<file path="config.mk">
export PLATFORM = sky130hd
export DESIGN_NAME = mul_div_unit
export DESIGN_NICKNAME = d
export VERILOG_FILES = /design/src/rtl/mul_div_unit.sv
export SDC_FILE = /design/constraint.sdc
export NUM_CORES = 1
export LEC_CHECK = 0
export ABC_AREA = 1
export BUFFER_PORTS_ARGS = -buffer_cell sky130_fd_sc_hd__buf_2
export CAP_MARGIN = 10
export CELL_PAD_IN_SITES_DETAIL_PLACEMENT = 1
export CELL_PAD_IN_SITES_GLOBAL_PLACEMENT = 2
export CORE_MARGIN = 2
export CORE_UTILIZATION = 35
export CTS_CLUSTER_SIZE = 24
export DETAILED_ROUTE_END_ITERATION = 6
export GPL_TIMING_DRIVEN = 0
export MAX_ROUTING_LAYER = met4
export PLACE_DENSITY = 0.92
export SETUP_SLACK_MARGIN = 0.05
export SYNTH_ARGS = -nofsm -noshare
export SYNTH_HDL_FRONTEND = slang
export SYNTH_SLANG_ARGS = --single-unit
</file>
<file path="constraint.sdc">
create_clock -name CLK -period 4.84 [get_ports CLK]
set_input_delay 0.484 -clock CLK [delete_from_list [all_inputs] [get_ports CLK]]
set_output_delay 0.484 -clock CLK [all_outputs]
set_load 0.03 [all_outputs]
</file>
<file path="src/rtl/mul_div_unit.sv">
// 8-bit sequential multiply/divide unit: shift-add MUL, restoring DIV/MOD,
// one iteration per clock, IDLE -> CALC -> DONE handshake for the register file.
module mul_div_unit (
  input  logic       CLK,
  input  logic       RST,
  input  logic       START,
  input  logic [1:0] OP,
  input  logic [7:0] A,
  input  logic [7:0] B,
  output logic [7:0] RESULT,
  output logic       BUSY,
  output logic       DONE,
  output logic       C_FLAG,
  output logic       Z_FLAG,
  output logic       DIV0
);

  typedef enum logic [1:0] {
    S_IDLE = 2'd0,
    S_CALC = 2'd1,
    S_DONE = 2'd2
  } state_t;

  state_t      r_state;
  logic [7:0]  r_a;
  logic [7:0]  r_b;
  logic [1:0]  r_op;
  logic [2:0]  r_cnt;
  logic [7:0]  r_hi;
  logic [7:0]  r_lo;
  logic [7:0]  r_result;
  logic        r_busy;
  logic        r_done;
  logic        r_cflag;
  logic        r_div0;

  logic [8:0]  w_mul_sum;
  logic [8:0]  w_shl;
  logic [8:0]  w_diff;
  logic        w_q;
  logic [7:0]  w_hi_nx;
  logic [7:0]  w_lo_nx;

  // {r_hi,r_lo}: MUL holds partial product / remaining multiplier,
  // DIV holds partial remainder / dividend shifting into quotient.
  always_comb begin
    w_mul_sum = {1'b0, r_hi} + (r_lo[0] ? {1'b0, r_a} : 9'd0);
    w_shl     = {r_hi, r_lo[7]};
    w_diff    = w_shl - {1'b0, r_b};
    w_q       = (w_shl >= {1'b0, r_b});
    if (!r_op[1]) begin
      w_hi_nx = w_mul_sum[8:1];
      w_lo_nx = {w_mul_sum[0], r_lo[7:1]};
    end else begin
      w_hi_nx = w_q ? w_diff[7:0] : w_shl[7:0];
      w_lo_nx = {r_lo[6:0], w_q};
    end
  end

  always_ff @(posedge CLK) begin
    if (RST) begin
      r_state  <= S_IDLE;
      r_a      <= 8'd0;
      r_b      <= 8'd0;
      r_op     <= 2'd0;
      r_cnt    <= 3'd0;
      r_hi     <= 8'd0;
      r_lo     <= 8'd0;
      r_result <= 8'd0;
      r_busy   <= 1'b0;
      r_done   <= 1'b0;
      r_cflag  <= 1'b0;
      r_div0   <= 1'b0;
    end else begin
      case (r_state)
        S_IDLE: begin
          r_done <= 1'b0;
          if (START) begin
            r_a   <= A;
            r_b   <= B;
            r_op  <= OP;
            r_cnt <= 3'd0;
            if (OP[1] && (B == 8'd0)) begin
              r_state  <= S_DONE;
              r_done   <= 1'b1;
              r_div0   <= 1'b1;
              r_cflag  <= 1'b1;
              r_result <= OP[0] ? A : 8'hFF;
            end else begin
              r_state <= S_CALC;
              r_busy  <= 1'b1;
              r_div0  <= 1'b0;
              r_hi    <= 8'd0;
              r_lo    <= OP[1] ? A : B;
            end
          end
        end
        S_CALC: begin
          r_hi  <= w_hi_nx;
          r_lo  <= w_lo_nx;
          r_cnt <= r_cnt + 3'd1;
          // Eighth iteration: publish the result as DONE is entered.
          if (r_cnt == 3'd7) begin
            r_state  <= S_DONE;
            r_busy   <= 1'b0;
            r_done   <= 1'b1;
            r_result <= r_op[0] ? w_hi_nx : w_lo_nx;
            r_cflag  <= r_op[1] ? 1'b0 : (w_hi_nx != 8'd0);
          end
        end
        S_DONE: begin
          r_done  <= 1'b0;
          r_state <= S_IDLE;
        end
        default: begin
          r_state <= S_IDLE;
          r_busy  <= 1'b0;
          r_done  <= 1'b0;
        end
      endcase
    end
  end

  assign RESULT = r_result;
  assign BUSY   = r_busy;
  assign DONE   = r_done;
  assign C_FLAG = r_cflag;
  assign DIV0   = r_div0;
  // Derived from the registered result so it reads 1 straight out of reset.
  assign Z_FLAG = (r_result == 8'd0);

endmodule

</file>
==> metrics.txt <==
die height 103 um; register bit total from synthesis between 50 and 60; CP Capture Type flop; worst-skew pair later-pin latency roughly 0.32 ns; Routed wire per std cell ~17 um; ys async rst share 0%; I/O Pins 34; CTS tree yes; final period demand of the worst path 2.86 ns; core area 0.00933 mm^2; vias per inst 5.24; Hold Buf Count CTS 0; CP Class reg2reg; Cell Chain, Critical Path clkbuf_1 -> nand2_1 -> inv_1 -> ha_1 -> inv_1 -> fa_1 -> inv_1 -> nand3_1 -> a21oi_1 -> nor2_1 -> nand2_1 -> nand3_1 -> nand3_1 -> nand2_1 -> nor2_1 -> nand2_1 -> nand2_1 -> a21oi_2; Post-Syn Area per Cell between 6 and 7 um^2; Arr. time, crit path around 3 ns; Worst-path clk slew 0.11 ns; fillers 1,248; CTS Buffer Depth 2; Final GP Congestion 0.931; Final Hold Viols 0; Crit Path Max Fanout 10; EDFF count, synth 0; antenna violations before repair 0; DR iter-0 viols 127; Tot GR Track Use 24.0%; nets 590; post-CTS sizing 0; unrepaired setup endpoints after global routing no; Max Cap Viol 0; Area Growth Syn to Fin 12.2%; max incr delay on CP 0.39 ns; worst clock skew 0.0130 ns; DRT Pass-1 Iters 5; Syn. warnings 0; highest clock rate about 350 MHz; syn_nets 551; Layout Cells excl Fill between 600 and 700; HP Class reg2reg; Post-DP HPWL 9.29 mm; Distinct cells, synth 41; CTS Buf Count 5; n_diodes 0; Leakage 1.81 nW; mapped cell area around 0.0034 mm^2; IO Port Bufs 32; initial cell density of the core 36.4%; Final Max Slew Viols 0; die width 103 um; fin crit share between 50% and 60%; cell count after synthesis 510; setup violators final 0; slew margin rel. 59.9%; total global routing overflow 0; DRC 0; remaining antenna violation count 0; final wirelength 11.5 mm; type of origin of the critical path flop; post-CTS setup repair buffer count 0; TNS Setup 0 ns; peak supply drop 130 uV; layout cells sized above 1 12.5%; kind of cell adding the most delay to the critical path simple AND/OR/NAND/NOR gates; via count 3,555; Top FF cell, synth dfxtp_1; most frequent CP cell nand2_1; CTS H-Tree Depth 2; placed insts around 670; clock root buffer clkbuf_8; largest net degree at the start of global routing 18; outcome finished clean; Rows 35; CP max stage cell fa_1; Power Density around 310 mW/mm^2; die area 0.0105 mm^2; vias in the first global route 3,698; worst slew pin tran 0.602 ns; sequential area share after synthesis 30.0%; # clock sinks 51; first-pass GRT wire length 18.7 mm; Worst Path Buf+Inv 4; Critical Path RT 5.05 ns
area by class of cell:
class                           instances  area (um^2)  area share, %
Clock buffer                            5         68.8           1.81
Multi-Input combinational cell        372         2020           52.9
Buffer                                 20          109           2.86
Tap cell                              129          161           4.23
Timing Repair Buffer                   32          160           4.20
Inverter                               67          251           6.60
Sequential cell                        51         1020           26.8
Clock inverter                          3         23.8          0.624
path summary, 6_finish.rpt:
path	endpoint	from	cells past startpoint	slack, ns
max	C_FLAG	r_lo[0]	18	1.98
min	r_cnt[0]	r_cnt[0]	1	0.47
max reg2reg	C_FLAG	r_lo[0]	18	1.98
min reg2reg	r_cnt[0]	r_cnt[0]	1	0.47
flip-flops by register name, indices dropped and copies added, names as in the netlist, 2 cells and up:
| signal | count |
|---|---|
| r_lo | 8 |
| r_state | 2 |
| RESULT | 8 |
| r_a | 8 |
| r_cnt | 3 |
| r_hi | 8 |
| r_b | 8 |
| r_op | 2 |
cell usage after synthesis, types with 3 or more instances:
cell type	count	share of area (%)
dfxtp_1	51	30
a31oi_1	9	1.7
xor2_1	3	0.77
a21oi_1	47	6.9
nand2_1	105	12
buf_4	3	0.66
buf_2	4	0.59
clkbuf_1	10	1.1
ha_1	18	6.6
o21ai_0	60	8.8
nand3_2	4	1.2
nand3_1	39	5.7
nand4_1	10	1.8
a21oi_2	3	0.77
inv_1	65	7.2
nor2_1	42	4.6
layout by cell type (no fill, tap or decap), types with 2 or more instances in the layout:
cell and count:
nand2_1 105, inv_1 65, o21ai_0 60, dfxtp_1 51, a21oi_1 47, nor2_1 42, nand3_1 39, buf_2 36
ha_1 18, clkbuf_1 10, nand4_1 10, a31oi_1 9, clkbuf_8 6, nand3_2 4, buf_4 3, a21oi_2 3
xor2_1 3, nor4_1 2, inv_2 2, nor3_1 2, nand2_2 2, o211ai_1 2, nor2_4 2, nand3b_1 2
o21ai_1 2, or2_2 2, mux2i_1 2, o2111ai_1 2, fa_1 2, clkinvlp_4 2
through the flow:
step	utilization [%]	worst slack, ns	area (um^2)	total power, W	hold WS (ns)
3_5_place_dp	39.9	1.97	3720	0.000937	0.455
6_report	40.9	1.98	3810	0.00119	0.465
3_3_place_gp	39.9	2.09	3720	0.000923	0.449
4_1_cts	40.9	1.92	3810	0.00120	0.473
5_1_grt	40.9	1.70	3810	0.00127	0.495
2_1_floorplan	-	2.59	3400	0.000805	0.429
metal layers:
layer	vias to the layer above	GRT usage (%)	wire [um]
met5	-	-	0
met4	0	6.05	182
met3	18	2.31	327
met2	61	41.7	5660
met1	1704	29.8	5370
li1	1772	-	-
cells by family after synthesis:
family / synth area share, %
fa+ha+maj: 7.81
flops: 30.0
xor+xnor: 0.773
simple gates: 29.3
compound gates: 20.9
buf+inv: 10.6
mux: 0.589
report_power, final:
part           switching (W)  internal [W]
logic               0.000304      0.000144
registers          0.0000249      0.000457
clock network       0.000159      0.000104
total               0.000488      0.000704
Power figures use the tool's default switching activity.
